[src/rtl/ldpc_blk_asm_if.sv]
// ---------------------------------------------------------------------------
// ldpc_blk_asm_if
// Bus bundle between the stream-to-LDPC segmenter (master side) and the
// LDPC block assembler (slave side).
//   master : drives i_din/i_valid/i_ldpc_start/i_ldpc_mode/i_st_done,
//            observes every o_* signal
//   slave  : the assembler; consumes i_* and drives o_*
// Clock and reset are not part of the bundle; they stay plain ports.
// ---------------------------------------------------------------------------
interface ldpc_blk_asm_if;
    logic [7:0]  i_din;
    logic        i_valid;
    logic        i_ldpc_start;
    logic [1:0]  i_ldpc_mode;
    logic        i_st_done;
    logic [31:0] o_word;
    logic        o_valid;
    logic        o_sob;
    logic        o_eob;
    logic [1:0]  o_mode;
    logic        o_seg_done;
    logic        o_err;
    logic [15:0] o_blk_cnt;
    logic [15:0] o_pad_cnt;

    modport master (
        output i_din, i_valid, i_ldpc_start, i_ldpc_mode, i_st_done,
        input  o_word, o_valid, o_sob, o_eob, o_mode, o_seg_done, o_err,
               o_blk_cnt, o_pad_cnt
    );

    modport slave (
        input  i_din, i_valid, i_ldpc_start, i_ldpc_mode, i_st_done,
        output o_word, o_valid, o_sob, o_eob, o_mode, o_seg_done, o_err,
               o_blk_cnt, o_pad_cnt
    );
endinterface

[src/rtl/ldpc_blk_asm.sv]
// ---------------------------------------------------------------------------
// ldpc_blk_asm
// Cuts the segmenter byte stream into LDPC information blocks whose length
// depends on the latched ldpc mode, packs bytes MSB-first into 32-bit words
// and zero-pads the final short block of a segment to full length.
//
// Ports:
//   clk      system clock
//   reset_n  asynchronous active-low reset
//   bus      ldpc_blk_asm_if.slave
//            in : i_din, i_valid, i_ldpc_start, i_ldpc_mode, i_st_done
//            out: o_word, o_valid, o_sob, o_eob, o_mode, o_seg_done,
//                 o_err (sticky), o_blk_cnt, o_pad_cnt
//
// Build option: define LDPCASM_STATS_EN to get saturating block / pad-byte
// counters on o_blk_cnt / o_pad_cnt; otherwise both are tied to zero.
// ---------------------------------------------------------------------------
module ldpc_blk_asm #(
    parameter int unsigned K_MODE0 = 81,
    parameter int unsigned K_MODE1 = 108,
    parameter int unsigned K_MODE2 = 120,
    parameter int unsigned K_MODE3 = 135
) (
    input logic           clk,
    input logic           reset_n,
    ldpc_blk_asm_if.slave bus
);

    typedef enum logic [1:0] {
        ST_IDLE = 2'd0,
        ST_FILL = 2'd1,
        ST_PAD  = 2'd2,
        ST_DONE = 2'd3
    } state_e;

    function automatic logic [7:0] k_sel(input logic [1:0] m);
        case (m)
            2'd0:    k_sel = 8'(K_MODE0);
            2'd1:    k_sel = 8'(K_MODE1);
            2'd2:    k_sel = 8'(K_MODE2);
            default: k_sel = 8'(K_MODE3);
        endcase
    endfunction

    // Lane 0 is the most significant byte of the word.
    function automatic logic [31:0] lane_ins(input logic [31:0] w,
                                             input logic [1:0]  l,
                                             input logic [7:0]  b);
        logic [31:0] r;
        r = w;
        case (l)
            2'd0:    r[31:24] = b;
            2'd1:    r[23:16] = b;
            2'd2:    r[15:8]  = b;
            default: r[7:0]   = b;
        endcase
        return r;
    endfunction

    state_e      state_q, state_d;
    logic [1:0]  mode_q, mode_d;
    logic [7:0]  bcnt_q, bcnt_d;
    logic [1:0]  lane_q, lane_d;
    logic [31:0] shreg_q, shreg_d;
    logic [31:0] word_q, word_d;
    logic        valid_q, valid_d;
    logic        sob_q, sob_d;
    logic        eob_q, eob_d;
    logic        seg_done_q, seg_done_d;
    logic        err_q, err_d;
    logic        pend_q, pend_d;   // block closed on the way into DONE: raise seg_done there

    logic        accept_s, restart_s, close_s, emit_s, blk_inc_s, pad_inc_s;
    logic [7:0]  k_s, ins_byte_s;
    logic [31:0] word_s;

    // Effect of accepting one byte (data in FILL, zero in PAD) on the current counters.
    assign k_s        = k_sel(mode_q);
    assign ins_byte_s = (state_q == ST_PAD) ? 8'h00 : bus.i_din;
    assign word_s     = lane_ins(shreg_q, lane_q, ins_byte_s);
    assign close_s    = (bcnt_q == (k_s - 8'd1));
    assign emit_s     = close_s || (lane_q == 2'd3);
    assign blk_inc_s  = eob_d;
    assign pad_inc_s  = accept_s && (state_q == ST_PAD);

    // Next-state, datapath and output computation.
    always_comb begin
        state_d    = state_q;
        mode_d     = mode_q;
        bcnt_d     = bcnt_q;
        lane_d     = lane_q;
        shreg_d    = shreg_q;
        word_d     = word_q;
        valid_d    = 1'b0;
        sob_d      = 1'b0;
        eob_d      = 1'b0;
        seg_done_d = 1'b0;
        err_d      = err_q;
        pend_d     = pend_q;
        accept_s   = 1'b0;
        restart_s  = 1'b0;

        case (state_q)
            ST_IDLE: begin
                if (bus.i_ldpc_start) begin
                    restart_s = 1'b1;
                end else if (bus.i_valid) begin
                    err_d = 1'b1;
                end else begin
                    err_d = err_q;
                end
            end
            ST_FILL: begin
                if (bus.i_ldpc_start) begin
                    restart_s = 1'b1;
                    if ((bcnt_q != 8'd0) || (lane_q != 2'd0)) begin
                        err_d = 1'b1;
                    end else begin
                        err_d = err_q;
                    end
                end else begin
                    accept_s = bus.i_valid;
                    // With a byte this cycle the counters end at zero only if it closed the block.
                    if (bus.i_st_done) begin
                        if (bus.i_valid ? close_s : ((bcnt_q == 8'd0) && (lane_q == 2'd0))) begin
                            state_d    = ST_DONE;
                            pend_d     = bus.i_valid;
                            seg_done_d = ~bus.i_valid;
                        end else begin
                            state_d = ST_PAD;
                        end
                    end else begin
                        state_d = ST_FILL;
                    end
                end
            end
            ST_PAD: begin
                if (bus.i_ldpc_start) begin
                    restart_s = 1'b1;
                    err_d     = 1'b1;
                end else begin
                    accept_s = 1'b1;
                    if (bus.i_valid) begin
                        err_d = 1'b1;
                    end else begin
                        err_d = err_q;
                    end
                    if (close_s) begin
                        state_d = ST_DONE;
                        pend_d  = 1'b1;
                    end else begin
                        state_d = ST_PAD;
                    end
                end
            end
            ST_DONE: begin
                if (bus.i_ldpc_start) begin
                    restart_s = 1'b1;
                    err_d     = 1'b1;
                end else begin
                    seg_done_d = pend_q;
                    pend_d     = 1'b0;
                    state_d    = ST_IDLE;
                    if (bus.i_valid) begin
                        err_d = 1'b1;
                    end else begin
                        err_d = err_q;
                    end
                end
            end
            default: begin
                state_d = ST_IDLE;
            end
        endcase

        // A restart drops any partial word and any pending seg_done.
        if (restart_s) begin
            state_d = ST_FILL;
            mode_d  = bus.i_ldpc_mode;
            bcnt_d  = 8'd0;
            lane_d  = 2'd0;
            shreg_d = 32'd0;
            pend_d  = 1'b0;
        end else if (accept_s) begin
            bcnt_d  = close_s ? 8'd0 : (bcnt_q + 8'd1);
            lane_d  = emit_s ? 2'd0 : (lane_q + 2'd1);
            shreg_d = emit_s ? 32'd0 : word_s;
            if (emit_s) begin
                word_d  = word_s;
                valid_d = 1'b1;
                // The word's first byte has bcnt == bcnt_q - lane_q.
                sob_d   = (bcnt_q == {6'd0, lane_q});
                eob_d   = close_s;
            end else begin
                word_d  = word_q;
            end
        end else begin
            accept_s = 1'b0;
        end
    end

    // State and output registers.
    always_ff @(posedge clk or negedge reset_n) begin
        if (!reset_n) begin
            state_q    <= ST_IDLE;
            mode_q     <= 2'd0;
            bcnt_q     <= 8'd0;
            lane_q     <= 2'd0;
            shreg_q    <= 32'd0;
            word_q     <= 32'd0;
            valid_q    <= 1'b0;
            sob_q      <= 1'b0;
            eob_q      <= 1'b0;
            seg_done_q <= 1'b0;
            err_q      <= 1'b0;
            pend_q     <= 1'b0;
        end else begin
            state_q    <= state_d;
            mode_q     <= mode_d;
            bcnt_q     <= bcnt_d;
            lane_q     <= lane_d;
            shreg_q    <= shreg_d;
            word_q     <= word_d;
            valid_q    <= valid_d;
            sob_q      <= sob_d;
            eob_q      <= eob_d;
            seg_done_q <= seg_done_d;
            err_q      <= err_d;
            pend_q     <= pend_d;
        end
    end

    assign bus.o_word     = word_q;
    assign bus.o_valid    = valid_q;
    assign bus.o_sob      = sob_q;
    assign bus.o_eob      = eob_q;
    assign bus.o_mode     = mode_q;
    assign bus.o_seg_done = seg_done_q;
    assign bus.o_err      = err_q;

`ifdef LDPCASM_STATS_EN
    logic [15:0] blk_cnt_q, blk_cnt_d, pad_cnt_q, pad_cnt_d;

    // Saturating statistics counters.
    always_comb begin
        if (blk_inc_s && (blk_cnt_q != 16'hFFFF)) begin
            blk_cnt_d = blk_cnt_q + 16'd1;
        end else begin
            blk_cnt_d = blk_cnt_q;
        end
        if (pad_inc_s && (pad_cnt_q != 16'hFFFF)) begin
            pad_cnt_d = pad_cnt_q + 16'd1;
        end else begin
            pad_cnt_d = pad_cnt_q;
        end
    end

    // Statistics registers, cleared only by reset.
    always_ff @(posedge clk or negedge reset_n) begin
        if (!reset_n) begin
            blk_cnt_q <= 16'd0;
            pad_cnt_q <= 16'd0;
        end else begin
            blk_cnt_q <= blk_cnt_d;
            pad_cnt_q <= pad_cnt_d;
        end
    end

    assign bus.o_blk_cnt = blk_cnt_q;
    assign bus.o_pad_cnt = pad_cnt_q;
`else
    logic stats_unused_s;
    assign stats_unused_s = blk_inc_s | pad_inc_s;
    assign bus.o_blk_cnt  = 16'd0;
    assign bus.o_pad_cnt  = 16'd0;
`endif

endmodule
[src/flat_wrapper.sv]
// flat-port wrapper written by rule: the top's interface ports become plain ports
module ldpc_blk_asm_flat 
#(
    parameter int unsigned K_MODE0 = 81,
    parameter int unsigned K_MODE1 = 108,
    parameter int unsigned K_MODE2 = 120,
    parameter int unsigned K_MODE3 = 135
)
  (clk, reset_n, bus_i_din, bus_i_valid, bus_i_ldpc_start, bus_i_ldpc_mode, bus_i_st_done, bus_o_word, bus_o_valid, bus_o_sob, bus_o_eob, bus_o_mode, bus_o_seg_done, bus_o_err, bus_o_blk_cnt, bus_o_pad_cnt);
  ldpc_blk_asm_if bus_i ();
  input logic clk;
  input logic reset_n;
  input wire logic [$bits(bus_i.i_din)-1:0] bus_i_din;
  input wire logic [$bits(bus_i.i_valid)-1:0] bus_i_valid;
  input wire logic [$bits(bus_i.i_ldpc_start)-1:0] bus_i_ldpc_start;
  input wire logic [$bits(bus_i.i_ldpc_mode)-1:0] bus_i_ldpc_mode;
  input wire logic [$bits(bus_i.i_st_done)-1:0] bus_i_st_done;
  output wire logic [$bits(bus_i.o_word)-1:0] bus_o_word;
  output wire logic [$bits(bus_i.o_valid)-1:0] bus_o_valid;
  output wire logic [$bits(bus_i.o_sob)-1:0] bus_o_sob;
  output wire logic [$bits(bus_i.o_eob)-1:0] bus_o_eob;
  output wire logic [$bits(bus_i.o_mode)-1:0] bus_o_mode;
  output wire logic [$bits(bus_i.o_seg_done)-1:0] bus_o_seg_done;
  output wire logic [$bits(bus_i.o_err)-1:0] bus_o_err;
  output wire logic [$bits(bus_i.o_blk_cnt)-1:0] bus_o_blk_cnt;
  output wire logic [$bits(bus_i.o_pad_cnt)-1:0] bus_o_pad_cnt;
  assign bus_i.i_din = bus_i_din;
  assign bus_i.i_valid = bus_i_valid;
  assign bus_i.i_ldpc_start = bus_i_ldpc_start;
  assign bus_i.i_ldpc_mode = bus_i_ldpc_mode;
  assign bus_i.i_st_done = bus_i_st_done;
  assign bus_o_word = bus_i.o_word;
  assign bus_o_valid = bus_i.o_valid;
  assign bus_o_sob = bus_i.o_sob;
  assign bus_o_eob = bus_i.o_eob;
  assign bus_o_mode = bus_i.o_mode;
  assign bus_o_seg_done = bus_i.o_seg_done;
  assign bus_o_err = bus_i.o_err;
  assign bus_o_blk_cnt = bus_i.o_blk_cnt;
  assign bus_o_pad_cnt = bus_i.o_pad_cnt;
  ldpc_blk_asm #(.K_MODE0(K_MODE0), .K_MODE1(K_MODE1), .K_MODE2(K_MODE2), .K_MODE3(K_MODE3)) u_core (.clk(clk), .reset_n(reset_n), .bus(bus_i));
endmodule
[config.mk]
export PLATFORM = sky130hd
export DESIGN_NAME = ldpc_blk_asm_flat
export DESIGN_NICKNAME = d
export VERILOG_FILES = /design/src/rtl/ldpc_blk_asm_if.sv /design/src/rtl/ldpc_blk_asm.sv /design/src/flat_wrapper.sv
export SDC_FILE = /design/constraint.sdc
export NUM_CORES = 1
export LEC_CHECK = 0
export BUFFER_PORTS_ARGS = -buffer_cell sky130_fd_sc_hd__buf_2
export CAP_MARGIN = 5
export CORE_MARGIN = 2
export CORE_UTILIZATION = 46
export CTS_CLUSTER_SIZE = 14
export DETAILED_ROUTE_END_ITERATION = 8
export PLACE_DENSITY = 0.74
export SLEW_MARGIN = 20
export SYNTH_ARGS = -nofsm -noshare
export SYNTH_HDL_FRONTEND = slang
export SYNTH_SLANG_ARGS = --single-unit
[constraint.sdc]
create_clock -name clk -period 2.7 [get_ports clk]
set_input_delay 0.135 -clock clk [delete_from_list [all_inputs] [get_ports clk]]
set_output_delay 0.135 -clock clk [all_outputs]
set_load 0.01 [all_outputs]
==> results of run 1 <==
[what timing repair did]
action                                  in CTS  in global routing
hold endpoints to repair                     0                 84
hold buffers                                 0                  1
endpoints found under the setup margin       0                 55
setup buffers                                0                  5
[state kept, by name (all words and copies together), names as in the netlist, 2 cells and up]
register / cells
u_core.bcnt_q: 8
u_core.bus.o_mode: 2
u_core.bus.o_word: 32
u_core.lane_q: 2
u_core.shreg_q: 32
u_core.state_q: 2
[power by group through the flow]
stage | clock (mW) | sequential (mW) | combinational (mW)
after floorplan | 0 | 1.54 | 0.969
after global placement | 0 | 1.53 | 1.27
after detailed placement | 0 | 1.53 | 1.31
after CTS | 1.05 | 1.51 | 1.32
after global routing | 1.10 | 1.53 | 1.49
final | 1.02 | 1.51 | 1.35
[final cells by class]
cell class              instances  area (sq um)
clock buffers                   9           124
clock inverters                 7           110
fillers                       864          4510
inverters                      17          63.8
multi-input cells             287          2040
flip-flops and latches         84          2100
well taps                     133           166
repair buffers                 80           477
[worst reg2reg max path: stages (launching register included)]
cell and delay [ns]:
dfrtp_1 0.47, inv_1 0.11, ha_1 0.24, or3_4 0.41, a2111oi_4 0.29, buf_4 0.19, a211oi_4 0.11, buf_4 0.17
a21o_4 0.24, a32o_1 0.20
[worst paths after layout]
kind                                 startpoint               endpoint  slack (ns)
max reg2reg                u_core.bus.o_mode[1]     u_core.shreg_q[11]        0.17
min in group asynchronous               reset_n       u_core.bus.o_err        0.36
min reg2reg                  u_core.shreg_q[27]     u_core.shreg_q[27]        0.50
min                          bus_i_ldpc_mode[1]   u_core.bus.o_mode[1]       0.008
max                        u_core.bus.o_mode[1]     u_core.shreg_q[11]        0.17
max in group asynchronous               reset_n  u_core.bus.o_word[10]        1.76
[cell families after synthesis]
| kind of cell | Yosys count | synth area share [%] |
|---|---|---|
| xor gates and xnor gates | 10 | 1.95 |
| other | 1 | 0.0836 |
| buffers and inverters | 83 | 10.5 |
| and+or+nand+nor | 55 | 6.75 |
| AOI/OAI and AO/OA | 140 | 21.7 |
| muxes | 33 | 7.39 |
| DFF | 84 | 46.9 |
| adders and majority gates | 17 | 4.74 |
[routing by layer]
metal  up-vias  global-route usage (%)
met5         -                       0
met4         0                    7.09
met3        14                    3.39
met2        88                    32.8
met1      1683                    26.8
li1       1573                       -
[cells in the mapped netlist (2+ instances only)]
cell type  number
a21oi_1        10
buf_4          33
ha_1           17
or3_1           4
o21ai_0        46
xor2_1          6
a21o_4          3
nand3_1         4
nand2b_1        4
a21o_1          2
buf_6           4
dfrtp_1        84
a31oi_1         3
mux2i_1        32
nor2_1          7
o21ai_1        29
nand4_1         2
nand2_1        14
xnor2_1         4
inv_1          17
o211ai_1        3
clkbuf_1       18
a32o_1         32
buf_2           3
and3_1          4
a32oi_1         2
nor2b_1        10
buf_1           8
[metrics by stage]
stage / hold WS (ns) / worst slack, ns / cells / total power [mW] / instance area (sq um)
after floorplan: -0.161 / 0.189 / 454 / 2.50 / 4600
after global placement: 0.354 / 0.175 / 595 / 2.79 / 4800
after detailed placement: 0.392 / 0.0571 / 595 / 2.85 / 4800
after CTS: 0.00153 / 0.0381 / 611 / 3.88 / 5030
after global routing: 0.0394 / 0.0329 / 617 / 4.12 / 5080
final: 0.00762 / 0.169 / 617 / 3.88 / 5080
==> impl_metrics.env, run 1 <==
export IMPL_power_share_clock_pct=26.3
export IMPL_status="complete, no violations"
export IMPL_antenna_cells_inserted=0
export IMPL_fin_skew_ns=0.00780
export IMPL_die_x_um=103
export IMPL_io_pins=86
export IMPL_drc_errors=0
export IMPL_path_buf_inv=3
export IMPL_setup_tns_ns=0
export IMPL_yosys_area_top_type="dfrtp_1"
export IMPL_whs_path_depth=3
export IMPL_track_usage_pct=19.9
export IMPL_antenna_found_initial=0
export IMPL_cts_buffers=9
export IMPL_path_cells="inv_1, ha_1, or3_4, a2111oi_4, buf_4, a211oi_4, buf_4, a21o_4, a32o_1"
export IMPL_met1_length_um=4460
export IMPL_critPathRequiredTime_ns=2.95
export IMPL_synth_top_area_share_pct=46.9
export IMPL_clock_latency_ns=0.37
export IMPL_synth_area_leaders="dfrtp_1 (47%), a32o_1 (7.1%), mux2i_1 (7.1%), buf_4 (5.5%), o21ai_0 (5.1%)"
export IMPL_first_pass_iters=5
export IMPL_htreeDepth=3
export IMPL_slowest_delay_ns=0.47
export IMPL_hold_violations=0
export IMPL_synth_edf_count=0
export IMPL_setup_viol=0
export IMPL_ir_worst_vdd_v=0.000360
export IMPL_syn_cell_area_sq_mm=0.00448
export IMPL_worstHoldPathType="input pin to register"
export IMPL_max_cap_violations=0
export IMPL_intPower_mw=2.47
export IMPL_path_depth=9
export IMPL_area_growth_pct=13.4
export IMPL_max_freq_mhz=395
export IMPL_via_per_inst=5.44
export IMPL_slowest_stage="dfrtp_1"
export IMPL_critical_path_peak_fanout=10
export IMPL_path_class="register to register"
export IMPL_layout_worst_path_cycle_share_pct=93.7
export IMPL_synth_cell_types=46
export IMPL_met2_length_um=4980
export IMPL_routedWlPerCell_um=16.1
export IMPL_drt_wl_total_um=9960
export IMPL_ctsLongestPathBuffers=2
export IMPL_highest_layer="met4"
export IMPL_cts_root_buffer="clkbuf_8"
export IMPL_cpMostUsedCell="buf_4"
export IMPL_postRouteAntennaNets=0
export IMPL_wl_met3_um=370
export IMPL_cts_tree="built"
export IMPL_grt_pass1_vias=3200
export IMPL_tightest_slew_ns=0.795
export IMPL_clock_sinks=84
export IMPL_final_max_slew_viol_count=0
export IMPL_rsz0062_at_grt="no"
export IMPL_portBuffers=53
export IMPL_power_switching_mw=1.41
export IMPL_reg2reg_depth=9
export IMPL_ys_seq_area_share_pct=46.9
export IMPL_p_leak_nw=2.46
export IMPL_grt_max_degree=85
export IMPL_num_vias=3358
export IMPL_die_y_um=103
export IMPL_core_area_sq_mm=0.00959
export IMPL_final_core_util_pct=53.0
export IMPL_dieArea_sq_mm=0.0106
export IMPL_path_clk_slew_ns=0.08
export IMPL_first_iter_violations=293
export IMPL_start_kind="register"
export IMPL_drive_above_1_share_pct=21.9
export IMPL_layout_commonest_cell="dfrtp_1"
export IMPL_async_reset_ff_share_pct=100
export IMPL_grt_pass1_wl_um=16100
export IMPL_max_slew_margin_rel_pct=47.0
export IMPL_powerDensity_mw_per_mm2=764
export IMPL_dp_hpwl_um=6630
export IMPL_initial_utilization_pct=46.7
export IMPL_comb_power_share_pct=34.8
export IMPL_syn_inst=423
export IMPL_cts_resized=0
export IMPL_mostFrequentLayoutCells="dfrtp_1 (84), buf_2 (52), o21ai_0 (46)"
export IMPL_post_route_min_period_ns=2.53
export IMPL_place_congestion=0.827
export IMPL_rows=36
export IMPL_switching_share_pct=36.3
export IMPL_syn_area_per_cell_sq_um=10.6
export IMPL_endpoint_kind="register"
export IMPL_overflow=0
export IMPL_ys_warn_count=0
export IMPL_nNetsFinal=511
export IMPL_seq_power_share_pct=38.9
export IMPL_synth_seq_cells=84
export IMPL_critical_path_top_delay_family="compound AO/OA/AOI/OAI gates"
export IMPL_synthFlopType="dfrtp_1"
export IMPL_arrival_ns=2.79
Power figures use the tool's default switching activity.
==> run 2, diff against run 1 <==
Settings changed: MAX_ROUTING_LAYER set to met4.
==> run 2 against run 1 <==
  * First-iteration DRC count shrank 4.8%
  * Combinational power barely moved
  * Non-clock buffer count unchanged
  * Largest power group unchanged
  * Highest routed layer unchanged
==> impl_metrics.env, run 2 (synthesis gave the netlist of run 1 again) <==
export IMPL_max_cap_violations=0
export IMPL_cts_buffers=9
export IMPL_hold_violations=0
export IMPL_mostFrequentLayoutCells="dfrtp_1 (84), buf_2 (52), o21ai_0 (46)"
export IMPL_met1_length_um=4380
export IMPL_fin_skew_ns=0.00738
export IMPL_wl_met3_um=324
export IMPL_grt_max_degree=85
export IMPL_routedWlPerCell_um=16.0
export IMPL_antenna_found_initial=0
export IMPL_place_congestion=0.839
export IMPL_rows=36
export IMPL_p_leak_nw=2.46
export IMPL_layout_worst_path_cycle_share_pct=93.5
export IMPL_slowest_delay_ns=0.47
export IMPL_antenna_cells_inserted=0
export IMPL_die_x_um=103
export IMPL_path_class="register to register"
export IMPL_max_freq_mhz=396
export IMPL_postRouteAntennaNets=0
export IMPL_clock_latency_ns=0.37
export IMPL_cts_root_buffer="clkbuf_8"
export IMPL_layout_commonest_cell="dfrtp_1"
export IMPL_r2r_slack_ns=0.17
export IMPL_first_pass_iters=4
export IMPL_highest_layer="met4"
export IMPL_pre_cts_ws_ns=0.0571
export IMPL_fin_ws_ns=0.175
export IMPL_tightest_slew_ns=0.771
export IMPL_first_iter_violations=279
export IMPL_critical_path_peak_fanout=10
export IMPL_post_route_min_period_ns=2.53
export IMPL_initial_utilization_pct=46.7
export IMPL_grt_pass1_wl_um=16100
export IMPL_dp_hpwl_um=6630
export IMPL_dpl_cell_area_sq_mm=0.00480
export IMPL_core_area_sq_mm=0.00959
export IMPL_num_vias=3335
export IMPL_path_cells="inv_1, ha_1, or3_4, a2111oi_4, buf_4, a211oi_4, buf_4, a21o_4, a32o_1"
export IMPL_cts_tree="built"
export IMPL_drt_wl_total_um=9850
export IMPL_track_usage_pct=20.6
export IMPL_slowest_stage="dfrtp_1"
export IMPL_num_fill_cells=864
export IMPL_portBuffers=53
export IMPL_status="complete, no violations"
export IMPL_grt_pass1_vias=3212
export IMPL_powerDensity_mw_per_mm2=763
export IMPL_arrival_ns=2.78
export IMPL_rsz0062_at_grt="no"
export IMPL_overflow=0
export IMPL_drc_errors=0
export IMPL_clock_sinks=84
export IMPL_start_kind="register"
export IMPL_die_y_um=103
export IMPL_area_growth_pct=13.4
export IMPL_io_pins=86
export IMPL_dieArea_sq_mm=0.0106
export IMPL_setup_tns_ns=0
export IMPL_ir_worst_vdd_v=0.000360
export IMPL_setup_viol=0
export IMPL_drive_above_1_share_pct=21.9
export IMPL_hold_ws_ns=0.00805
export IMPL_max_slew_margin_rel_pct=48.6
export IMPL_critical_path_top_delay_family="compound AO/OA/AOI/OAI gates"
export IMPL_final_cell_area_sq_mm=0.00508
export IMPL_final_max_slew_viol_count=0
export IMPL_critPathRequiredTime_ns=2.95
export IMPL_ctsLongestPathBuffers=2
export IMPL_endpoint_kind="register"
export IMPL_worstHoldPathType="input pin to register"
export IMPL_regArea_sq_mm=0.00210
export IMPL_multi_input_area_sq_mm=0.00204
export IMPL_path_clk_slew_ns=0.09
export IMPL_path_buf_inv=3
export IMPL_via_per_inst=5.41
export IMPL_htreeDepth=3
export IMPL_met2_length_um=5000
export IMPL_cts_resized=0
export IMPL_cpMostUsedCell="buf_4"
export IMPL_nNetsFinal=511
## run 2: cell counts in the layout (fill, tap and decap cells not counted)
No cell type changed its count.
## run 2: per-layer routing
metal,GRT usage (%),up-vias
met5,-,-
met4,7.09,0
met3,3.53,12
met2,32.8,77
met1,26.8,1674
li1,-,1572
## run 2: path summary, 6_finish.rpt
path | start | to | cells past startpoint
worst max-delay path | u_core.bus.o_mode[1] | u_core.shreg_q[31] | 9
worst min-delay path | bus_i_ldpc_mode[1] | u_core.bus.o_mode[1] | 3
worst max register to register | u_core.bus.o_mode[1] | u_core.shreg_q[31] | 9
worst min register to register | u_core.shreg_q[27] | u_core.shreg_q[27] | 1
max in group asynchronous | reset_n | u_core.bus.o_word[12] | 2
min in group asynchronous | reset_n | u_core.bus.o_err | 2
## run 2: stage by stage
step,power [mW],cells,util [%]
6_report,3.88,617,53.0
4_1_cts,3.88,611,52.5
3_3_place_gp,2.79,595,50.0
5_1_grt,4.12,617,53.0
2_1_floorplan,2.50,454,-
3_5_place_dp,2.85,595,50.0
## run 2: layout make-up
cell class                      instances  area share [%]
Clock buffer                            9            2.44
Sequential cell                        84            41.3
Tap cell                              133            3.27
Inverter                               17            1.25
Timing Repair Buffer                   80            9.37
Clock inverter                          7            2.17
Multi-Input combinational cell        287            40.2
## run 2: worst min-delay path, delay by kind of cell
| kind | cells | cell delay [ns] |
|---|---|---|
| compound gates | 1 | 0.08 |
| buf+inv | 1 | 0.07 |
| simple gates | 1 | 0.04 |
## run 2: repair_timing
action,4_1_cts,5_1_grt
hold endpoints to repair,0,84
hold buffers,0,1
buffers inserted,0,5
endpoints found under the setup margin,0,49
## run 2: report_power, final
group / leakage (nW) / internal [mW] / total (mW) / switching (mW)
clock: 0.113 / 0.534 / 1.02 / 0.487
combinational: 1.19 / 0.549 / 1.35 / 0.799
sequential: 1.16 / 1.39 / 1.51 / 0.120
total: 2.46 / 2.47 / 3.88 / 1.41
==> run 3, diff against run 2 <==
Settings changed: CTS_CLUSTER_DIAMETER set to 120, GPL_TIMING_DRIVEN set to 0, RECOVER_POWER set to 50.
==> run 3 against run 2 <==
  * The flow now finishes with violations (capacitance limit, slew limit)
  * Non-clock buffer count grew 43
  * Hold slack worse by 0.0076 ns
  * Clock power hardly changed
  * Clock skew rose by 0.0034 ns
  * Die area is the same
  * Critical path depth did not move
  * Combinational power about the same
  * Final cell count rose by 6.8%
==> impl_metrics.env, run 3 (synthesis gave the netlist of run 1 again) <==
export IMPL_status="finished with violations"
export IMPL_failed_checks="capacitance limit, slew limit"
export IMPL_via_per_inst=5.26
export IMPL_intPower_mw=2.47
export IMPL_critical_path_peak_fanout=10
export IMPL_comb_power_share_pct=34.7
export IMPL_instances_no_fill=659
export IMPL_portBuffers=53
export IMPL_layout_worst_path_cycle_share_pct=94.0
export IMPL_endpoint_kind="register"
export IMPL_switching_share_pct=36.2
export IMPL_worstHoldPathType="input pin to register"
export IMPL_first_iter_violations=221
export IMPL_slowest_stage="dfrtp_1"
export IMPL_first_pass_iters=5
export IMPL_worstHoldEndpoint="u_core.bus.o_mode[1]"
export IMPL_grt_pass1_vias=3297
export IMPL_core_area_sq_mm=0.00959
export IMPL_dp_hpwl_um=7160
export IMPL_area_growth_pct=18.4
export IMPL_cts_tree="built"
export IMPL_path_class="register to register"
export IMPL_overflow=0
export IMPL_io_pins=86
export IMPL_num_fill_cells=854
export IMPL_max_cap_violations=1
export IMPL_antenna_found_initial=0
export IMPL_whs_path_depth=3
export IMPL_die_y_um=103
export IMPL_reg2reg_depth=9
export IMPL_final_cell_area_sq_mm=0.00531
export IMPL_cts_buffers=9
export IMPL_drc_errors=0
export IMPL_drt_wl_total_um=10100
export IMPL_mostFrequentLayoutCells="dfrtp_1 (83), o21ai_0 (46), buf_2 (38)"
export IMPL_setup_viol=0
export IMPL_ctsLongestPathBuffers=2
export IMPL_dp_cells=641
export IMPL_power_share_clock_pct=26.2
export IMPL_num_vias=3467
export IMPL_place_congestion=0.861
export IMPL_critPathRequiredTime_ns=2.99
export IMPL_die_x_um=103
export IMPL_layout_commonest_cell="dfrtp_1"
export IMPL_powerDensity_mw_per_mm2=731
export IMPL_final_max_slew_viol_count=30
export IMPL_fin_skew_ns=0.0108
export IMPL_htreeDepth=3
export IMPL_track_usage_pct=20.8
export IMPL_cts_root_buffer="clkbuf_8"
export IMPL_arrival_ns=2.82
export IMPL_path_cells="inv_1, ha_1, or3_1, a211oi_4, a21oi_2, or2_1, buf_6, buf_6, o21ai_1"
export IMPL_p_leak_nw=2.52
export IMPL_ir_worst_vdd_v=0.000519
export IMPL_max_slew_margin_rel_pct=-17.8
export IMPL_start_kind="register"
export IMPL_clock_sinks=84
export IMPL_routedWlPerCell_um=15.4
export IMPL_grt_max_degree=56
export IMPL_worstReg2RegEnd="u_core.bus.o_word[28]"
export IMPL_tightest_slew_ns=1.77
export IMPL_setup_tns_ns=0
export IMPL_r2r_slack_ns=0.16
export IMPL_rows=36
export IMPL_path_clk_slew_ns=0.09
export IMPL_power_switching_mw=1.41
export IMPL_power_mw=3.88
export IMPL_slowest_delay_ns=0.42
export IMPL_grt_pass1_wl_um=16300
export IMPL_post_route_min_period_ns=2.54
export IMPL_dpl_cell_area_sq_mm=0.00506
export IMPL_dieArea_sq_mm=0.0106
export IMPL_antenna_cells_inserted=0
export IMPL_initial_utilization_pct=46.7
export IMPL_postRouteAntennaNets=0
export IMPL_rsz0062_at_grt="no"
export IMPL_nNetsFinal=554
export IMPL_max_freq_mhz=394
export IMPL_hp_start="bus_i_ldpc_mode[1]"
export IMPL_regToRegStartpoint="u_core.bus.o_mode[0]"
export IMPL_clock_latency_ns=0.36
export IMPL_hold_violations=0
export IMPL_seq_power_share_pct=39.1
export IMPL_cpMostUsedCell="buf_6"
export IMPL_drive_above_1_share_pct=20.3
run 3: changes by cell type in the layout (fill, tap and decap cells not counted), moves of 3 or more:
| cell | change |
|---|---|
| buf_6 | +3 |
| buf_1 | +8 |
| buf_2 | -14 |
| buf_4 | +10 |
| clkbuf_1 | +34 |
run 3: worst max-delay path by stage:
stage                       endpoint  slack [ns]            startpoint  cells after the start
6_report       u_core.bus.o_word[28]        0.16  u_core.bus.o_mode[0]                      9
5_1_grt         u_core.bus.o_word[9]        0.03  u_core.bus.o_mode[0]                     10
4_1_cts            u_core.shreg_q[3]        0.04     u_core.state_q[1]                     10
3_5_place_dp      u_core.shreg_q[30]       -0.05  u_core.bus.o_mode[1]                      8
3_3_place_gp      u_core.shreg_q[16]      -0.009  u_core.bus.o_mode[1]                      8
2_1_floorplan     u_core.shreg_q[25]        0.19  u_core.bus.o_mode[1]                      8
run 3: layout make-up:
type | instances | area, sq um | area share, %
well taps | 133 | 166 | 3.13
clock buffers | 10 | 138 | 2.59
repair buffers | 59 | 313 | 5.89
flip-flops and latches | 84 | 2100 | 39.6
clock inverters | 5 | 85.1 | 1.60
multi-input cells | 287 | 2040 | 38.5
plain buffers | 64 | 398 | 7.49
inverters | 17 | 63.8 | 1.20
run 3: through the flow:
| stage | hold slack (ns) | worst slack (ns) | util, % |
|---|---|---|---|
| 3_3_place_gp | 0.345 | -0.00905 | 52.5 |
| 2_1_floorplan | -0.161 | 0.189 | - |
| 6_report | 0.000434 | 0.162 | 55.4 |
| 4_1_cts | 0.00202 | 0.0386 | 55.5 |
| 3_5_place_dp | 0.103 | -0.0458 | 52.8 |
| 5_1_grt | 0.0184 | 0.0294 | 55.4 |
run 3: worst max-delay path, delay by kind of cell, from the launching register on:
kind	cells	cell delay (ns)
compound gates	3	0.67
simple gates	2	0.67
flops	1	0.42
buf+inv	3	0.39
fa+ha+maj	1	0.31
run 3: power by group through the flow:
stage | registers [mW] | clock network [mW] | logic, mW
detailed placement | 1.54 | 0 | 1.32
finish | 1.52 | 1.02 | 1.34
global placement | 1.53 | 0 | 1.28
floorplan | 1.54 | 0 | 0.969
global route | 1.54 | 1.09 | 1.50
CTS | 1.51 | 1.03 | 1.34
run 3: metal layers:
layer / vias up / GRT usage [%] / share of wire, %
met2: 86 / 34.4 / 50
met1: 1710 / 26.1 / 44
met5: - / - / 0
li1: 1657 / - / -
met4: 0 / 6.17 / 1.7
met3: 14 / 4.07 / 4.5
run 3: repair_timing:
action	in CTS	in global routing
cloned	0	0
gates resized for setup	1	3
pin swaps	1	1
hold endpoints to repair	30	0
setup buffers	2	1
hold buffers	2	0
setup endpoints to repair	61	67
